`config.mk`:
```
export PLATFORM = sky130hd
export DESIGN_NAME = subcarrier_mapper
export DESIGN_NICKNAME = d
export VERILOG_FILES = /design/src/rtl/subcarrier_mapper_pkg.sv /design/src/rtl/subcarrier_mapper_subc_classifier.sv /design/src/rtl/subcarrier_mapper.sv
export SDC_FILE = /design/constraint.sdc
export NUM_CORES = 1
export LEC_CHECK = 0
export CORE_MARGIN = 4
export CORE_UTILIZATION = 45
export CTS_CLUSTER_DIAMETER = 200
export DETAILED_ROUTE_END_ITERATION = 8
export PLACE_DENSITY = 0.76
export SYNTH_ARGS = -nofsm -noshare
export SYNTH_HDL_FRONTEND = slang
export SYNTH_HIERARCHICAL = 1
export SYNTH_SLANG_ARGS = --single-unit
```
`constraint.sdc`:
```
create_clock -name clk -period 4.02 [get_ports clk]
set_input_delay 0.804 -clock clk [delete_from_list [all_inputs] [get_ports clk]]
set_output_delay 0.804 -clock clk [all_outputs]
set_load 0.1 [all_outputs]
```
`src/rtl/subcarrier_mapper_pkg.sv`:
```
// Shared types for the OFDM transmit chain: subcarrier class encoding and
// the mapper FSM state, also consumed by the scrambler and IFFT stages.
`timescale 1ns/1ps
package subcarrier_mapper_pkg;

    typedef enum logic [1:0] {
        SC_NULL  = 2'd0,
        SC_DATA  = 2'd1,
        SC_PILOT = 2'd2,
        SC_DC    = 2'd3
    } subc_class_e;

    typedef enum logic {
        ST_IDLE = 1'b0,
        ST_RUN  = 1'b1
    } mapper_state_e;

    // A pilot_step of 1 still needs a one-bit counter to keep the port legal.
    function automatic int pilot_cnt_width(input int step);
        return (step > 1) ? $clog2(step) : 1;
    endfunction

endpackage

```
`src/rtl/subcarrier_mapper_subc_classifier.sv`:
```
// Classifies subcarrier k as null guard, DC, pilot or data; purely combinational.
`timescale 1ns/1ps
module subc_classifier
    import subcarrier_mapper_pkg::*;
#(
    parameter int fft_size_log2 = 10,
    parameter int guard_lo      = 100,
    parameter int guard_hi      = 99,
    parameter int pilot_step    = 8,
    parameter int pc_w          = pilot_cnt_width(pilot_step)
) (
    input  logic [fft_size_log2-1:0] k,
    input  logic [pc_w-1:0]          pilot_cnt,
    output subc_class_e              subc_class
);

    localparam int N  = 1 << fft_size_log2;
    localparam int KX = fft_size_log2 + 1;

    // One extra bit so guard bounds of 0 or N compare without wrapping.
    localparam logic [KX-1:0] LO_END   = KX'(guard_lo);
    localparam logic [KX-1:0] HI_START = KX'(N - guard_hi);
    localparam logic [fft_size_log2-1:0] K_DC = fft_size_log2'(N / 2);

    logic [KX-1:0] k_x;
    logic          in_guard;

    assign k_x      = {1'b0, k};
    assign in_guard = (k_x < LO_END) || (k_x >= HI_START);

    always_comb begin
        subc_class = SC_DATA;
        if (in_guard) begin
            subc_class = SC_NULL;
        end else if (k == K_DC) begin
            subc_class = SC_DC;
        end else if (pilot_cnt == '0) begin
            subc_class = SC_PILOT;
        end
    end

endmodule

```
`src/rtl/subcarrier_mapper.sv`:
```
// OFDM subcarrier mapper: walks k = 0..N-1 per frame, inserting guards, DC
// and pilots, and pulls data symbols with a ready/valid stall on data slots.
`timescale 1ns/1ps
module subcarrier_mapper
    import subcarrier_mapper_pkg::*;
#(
    parameter int fft_depth     = 12,
    parameter int fft_size_log2 = 10,
    parameter int guard_lo      = 100,
    parameter int guard_hi      = 99,
    parameter int pilot_step    = 8,
    parameter int pilot_amp     = 724
) (
    input  logic                        clk,
    input  logic                        rst,
    input  logic                        istart,
    input  logic [2:0]                  index_M_in,
    input  logic [3:0]                  index_SS_in,
    input  logic signed [fft_depth-1:0] idata_i,
    input  logic signed [fft_depth-1:0] idata_q,
    input  logic                        idata_val,
    output logic                        odata_rdy,
    output logic signed [fft_depth-1:0] osubc_i,
    output logic signed [fft_depth-1:0] osubc_q,
    output logic [1:0]                  oindex_subc,
    output logic [2:0]                  index_M_out,
    output logic [3:0]                  index_SS_out,
    output logic                        osop,
    output logic                        oval,
    output logic                        oeop,
    output logic                        obusy
);

    localparam int KW   = fft_size_log2;
    localparam int PC_W = pilot_cnt_width(pilot_step);

    localparam logic [KW-1:0]   K_FIRST = '0;
    localparam logic [KW-1:0]   K_LAST  = '1;
    localparam logic [PC_W-1:0] PC_LAST = PC_W'(pilot_step - 1);
    localparam logic signed [fft_depth-1:0] PILOT_I = fft_depth'(pilot_amp);

    mapper_state_e         state_q, state_d;
    logic [KW-1:0]         k_q, k_d;
    logic [PC_W-1:0]       pc_q, pc_d;
    logic [2:0]            m_q, m_d;
    logic [3:0]            ss_q, ss_d;
    logic                  oval_q, oval_d;
    logic                  osop_q, osop_d;
    logic                  oeop_q, oeop_d;
    logic signed [fft_depth-1:0] oi_q, oi_d;
    logic signed [fft_depth-1:0] oq_q, oq_d;
    subc_class_e           cls_q, cls_d;

    subc_class_e subc_class;
    logic        advance;

    subc_classifier #(
        .fft_size_log2 (fft_size_log2),
        .guard_lo      (guard_lo),
        .guard_hi      (guard_hi),
        .pilot_step    (pilot_step),
        .pc_w          (PC_W)
    ) u_classifier (
        .k          (k_q),
        .pilot_cnt  (pc_q),
        .subc_class (subc_class)
    );

    // Only data slots wait on the source; every other slot always advances.
    assign odata_rdy = (state_q == ST_RUN) && (subc_class == SC_DATA);
    assign advance   = (state_q == ST_RUN) && ((subc_class != SC_DATA) || idata_val);

    always_comb begin
        state_d = state_q;
        k_d     = k_q;
        pc_d    = pc_q;
        m_d     = m_q;
        ss_d    = ss_q;
        oval_d  = 1'b0;
        osop_d  = 1'b0;
        oeop_d  = 1'b0;
        oi_d    = '0;
        oq_d    = '0;
        cls_d   = SC_NULL;
        case (state_q)
            ST_IDLE: begin
                if (istart) begin
                    state_d = ST_RUN;
                    k_d     = '0;
                    pc_d    = '0;
                    m_d     = index_M_in;
                    ss_d    = index_SS_in;
                end
            end
            ST_RUN: begin
                if (advance) begin
                    oval_d = 1'b1;
                    cls_d  = subc_class;
                    osop_d = (k_q == K_FIRST);
                    oeop_d = (k_q == K_LAST);
                    case (subc_class)
                        SC_PILOT: oi_d = PILOT_I;
                        SC_DATA: begin
                            oi_d = idata_i;
                            oq_d = idata_q;
                        end
                        default: ;
                    endcase
                    // Pilot spacing counts active non-DC slots only.
                    if (subc_class == SC_PILOT || subc_class == SC_DATA) begin
                        pc_d = (pc_q == PC_LAST) ? '0 : pc_q + PC_W'(1);
                    end
                    if (k_q == K_LAST) begin
                        state_d = ST_IDLE;
                        k_d     = '0;
                    end else begin
                        k_d = k_q + KW'(1);
                    end
                end
            end
            default: state_d = ST_IDLE;
        endcase
    end

    always_ff @(posedge clk or posedge rst) begin
        if (rst) begin
            state_q <= ST_IDLE;
            k_q     <= '0;
            pc_q    <= '0;
            m_q     <= '0;
            ss_q    <= '0;
            oval_q  <= 1'b0;
            osop_q  <= 1'b0;
            oeop_q  <= 1'b0;
            oi_q    <= '0;
            oq_q    <= '0;
            cls_q   <= SC_NULL;
        end else begin
            state_q <= state_d;
            k_q     <= k_d;
            pc_q    <= pc_d;
            m_q     <= m_d;
            ss_q    <= ss_d;
            oval_q  <= oval_d;
            osop_q  <= osop_d;
            oeop_q  <= oeop_d;
            oi_q    <= oi_d;
            oq_q    <= oq_d;
            cls_q   <= cls_d;
        end
    end

    assign osubc_i      = oi_q;
    assign osubc_q      = oq_q;
    assign oindex_subc  = cls_q;
    assign index_M_out  = m_q;
    assign index_SS_out = ss_q;
    assign osop         = osop_q;
    assign oval         = oval_q;
    assign oeop         = oeop_q;
    assign obusy        = (state_q == ST_RUN);

endmodule
```
==> metrics.cfg <==
[timing]
tightest_slew_ps = 1010
post-route-period-util_pct = 82.8
period_needed_ps = 3330
rsz0062_at_grt = no
skew_ps = 6.97
setup_viol = 0
timing.fmax_mhz = 300
hold_viol = 0
maxSlewViolCount = 0
fin_setup_tns_ps = 0
relSlewSlack_pct = 32.2

[final_layout]
nets = 315
final_util_pct = 66.2
n_fill_cell = 358
diodes = 0
drive_gt1_share_pct = 6.57
area_growth_pct = 38.3

[power_and_ir_drop]
powerDensity_nw_per_um2 = 607
power_frac_clock_pct = 15.2
seqPwrFrac_pct = 39.5
swShare_pct = 46.0
p_int_w = 0.000972
ir_drop_mv = 0.309
p_switching_w = 0.000827
power_w = 0.00180
combPwrFrac_pct = 45.3
cellLeakagePower_nw = 1.35

[logic_synthesis]
syn_avg_cell_area_um2 = 10.6
synth-seq-cells = 50
synthArstFlopShare_pct = 100
synth-compound-area-share_pct = 8.23
synth_cell_types = 44
synth_edf_count = 0
syn_inst = 202
postSynthNetCount = 243
muxShareOfSynthArea_pct = 1.46
ys.flop_type = dfrtp_1
yosysWarnings = 6
synth_seq_area_share_pct = 58.4
netlist_area_um2 = 2140
yosys.area_share.simple_pct = 24.5
synthAdderAreaFrac_pct = 3.50
synth_top_family_by_area = simple AND/OR/NAND/NOR gates
synthXorXnorAreaFrac_pct = 0

[min_path]
worstHoldStart = index_SS_out[2]
hp-class = register to register
whs_endpoint = index_SS_out[2]
min_delay_path_depth = 2

[critical_path]
cp.required_ps = 3220
worstSetupStartpointType = register
reg2reg_to = k_q[3]
worst-endpoint-arrival_ps = 2530
timing.rr.start = k_q[7]
endpoint_kind = primary output
worstPathMaxFanout = 9
rrSetupSlack_ps = 830
path_class = register to primary output
rr_worst_depth = 9

[run_status]
status = finished clean

[clock_network]
cts_tree = built
cts_max_path_buffers = 2
cts_made_buffers = 5
insertion_delay_ps = 300
path_clk_slew_ps = 90
root_buffer = clkbuf_8
cts_setup_buffers = 0
post_cts_resized = 0
htree_levels = 2
numClockSinks = 50
cts_hold_buffers = 0

[grt]
gr-total-overflow = 0
grt_pass1_wl_um = 7600
grt_pass1_vias = 1639
grtUsageTotal_pct = 16.1
antenna_found_initial = 0
grt_max_degree = 51

[routing]
drt_iter0_markers = 82
vias = 1650
drc = 0
dr.pass1.iters = 4
via_per_inst = 5.06
wl_per_cell_um = 14.2
wirelength_um = 4630
antenna_left = 0

[job]
cap_violations = 0

[floorplan]
die_x_um = 77.0
io_pins = 73
fp.coreArea_um2 = 4470
fp.dieH_um = 77.0
start_util_pct = 47.9
fp.dieArea_um2 = 5930
row_count = 24

[placed_design]
place_hpwl_um = 3310
portBuffers = 72
place_congestion = 0.875

==> layer usage <==
layer / routed length (µm) / vias up / GRT usage [%]
met5: 0 / - / 0
met4: 106 / 0 / 6.05
met3: 657 / 11 / 10.1
met2: 1980 / 77 / 24.7
met1: 1880 / 744 / 18.3
li1: - / 818 / -
==> layout make-up <==
type | count | area (µm²) | share of cell area [%]
Clock inverter | 1 | 7.51 | 0.253
Tap cell | 52 | 65.1 | 2.20
Multi-Input combinational cell | 134 | 808 | 27.3
Timing Repair Buffer | 72 | 718 | 24.2
Sequential cell | 50 | 1250 | 42.2
Clock buffer | 6 | 72.6 | 2.45
Inverter | 11 | 41.3 | 1.39
==> kinds of logic (layout without fill, tap and decap cells) <==
logic type | count (synthesis) | after routing
compound gates | 27 | 27
fa+ha+maj | 6 | 6
buf+inv | 18 | 90
flops | 50 | 50
mux | 3 | 3
simple gates | 98 | 98
==> cells in the mapped netlist, types with 2 or more instances <==
cell / number / area (µm²)
inv_1: 10 / 37.5
buf_6: 2 / 22.5
nor3_1: 4 / 20.0
o21ai_0: 3 / 15.0
a21oi_1: 11 / 55.1
and3_1: 3 / 18.8
dfrtp_1: 50 / 1250
clkbuf_1: 4 / 15.0
a211oi_1: 2 / 15.0
o2111ai_1: 2 / 17.5
nor2_1: 11 / 41.3
and2_1: 21 / 131
mux2i_1: 2 / 20.0
nand3_1: 10 / 50.1
or3_1: 2 / 12.5
nand2_1: 30 / 113
ha_1: 6 / 75.1
nand4_1: 2 / 12.5
nor4_1: 2 / 12.5
==> worst max path at each step <==
stage,startpoint,end,slack [ps],cells past startpoint
floorplan,k_q[7],odata_rdy,980,5
global placement,k_q[7],k_q[3],1050,9
detailed placement,k_q[7],k_q[3],930,9
CTS,k_q[7],odata_rdy,720,7
global route,k_q[7],odata_rdy,530,6
finish,k_q[7],odata_rdy,690,6
==> through the flow <==
step / cell area, µm² / setup WS, ps / hold slack (ps) / cells
floorplan: 2140 / 976 / 499 / 202
global placement: 2880 / 1050 / 458 / 319
detailed placement: 2880 / 931 / 466 / 319
CTS: 2960 / 720 / 488 / 326
global route: 2960 / 533 / 517 / 326
finish: 2960 / 690 / 482 / 326
==> state kept, by name, summed over array words and instances, names as in the netlist <==
name and count:
pc_q 3, oindex_subc 2, obusy 1, oeop 1
index_M_out 3, osop 1, index_SS_out 4, oval 1
osubc_i 12, k_q 10, osubc_q 12
==> critical path, cell delays in order, from the launching register on <==
cell and delay, ps:
dfrtp_1 490, nor4_2 330, nand4_1 200, a211oi_1 350
ha_1 370, and2_1 180, buf_4 290
==> layout by cell type (no fill, tap or decap), types with 2 or more instances in the layout <==
master / n
a211oi_1: 2
a21oi_1: 11
and2_1: 21
and3_1: 3
clkbuf_8: 5
clkdlybuf4s50_1: 71
dfrtp_1: 50
ha_1: 6
inv_1: 9
mux2i_1: 2
nand2_1: 30
nand3_1: 10
nand4_1: 2
nor2_1: 11
nor3_1: 4
nor4_1: 2
o2111ai_1: 2
o21ai_0: 3
or3_1: 2
==> power by group through the flow <==
stage	Combinational (W)	Sequential (W)	Clock [W]
2_1_floorplan	0.000323	0.00100	0
3_3_place_gp	0.000806	0.000707	0
3_5_place_dp	0.000812	0.000716	0
4_1_cts	0.000820	0.000707	0.000285
5_1_grt	0.000872	0.000725	0.000304
6_report	0.000816	0.000710	0.000273
Note: power is estimated with default switching activity, not from simulation.
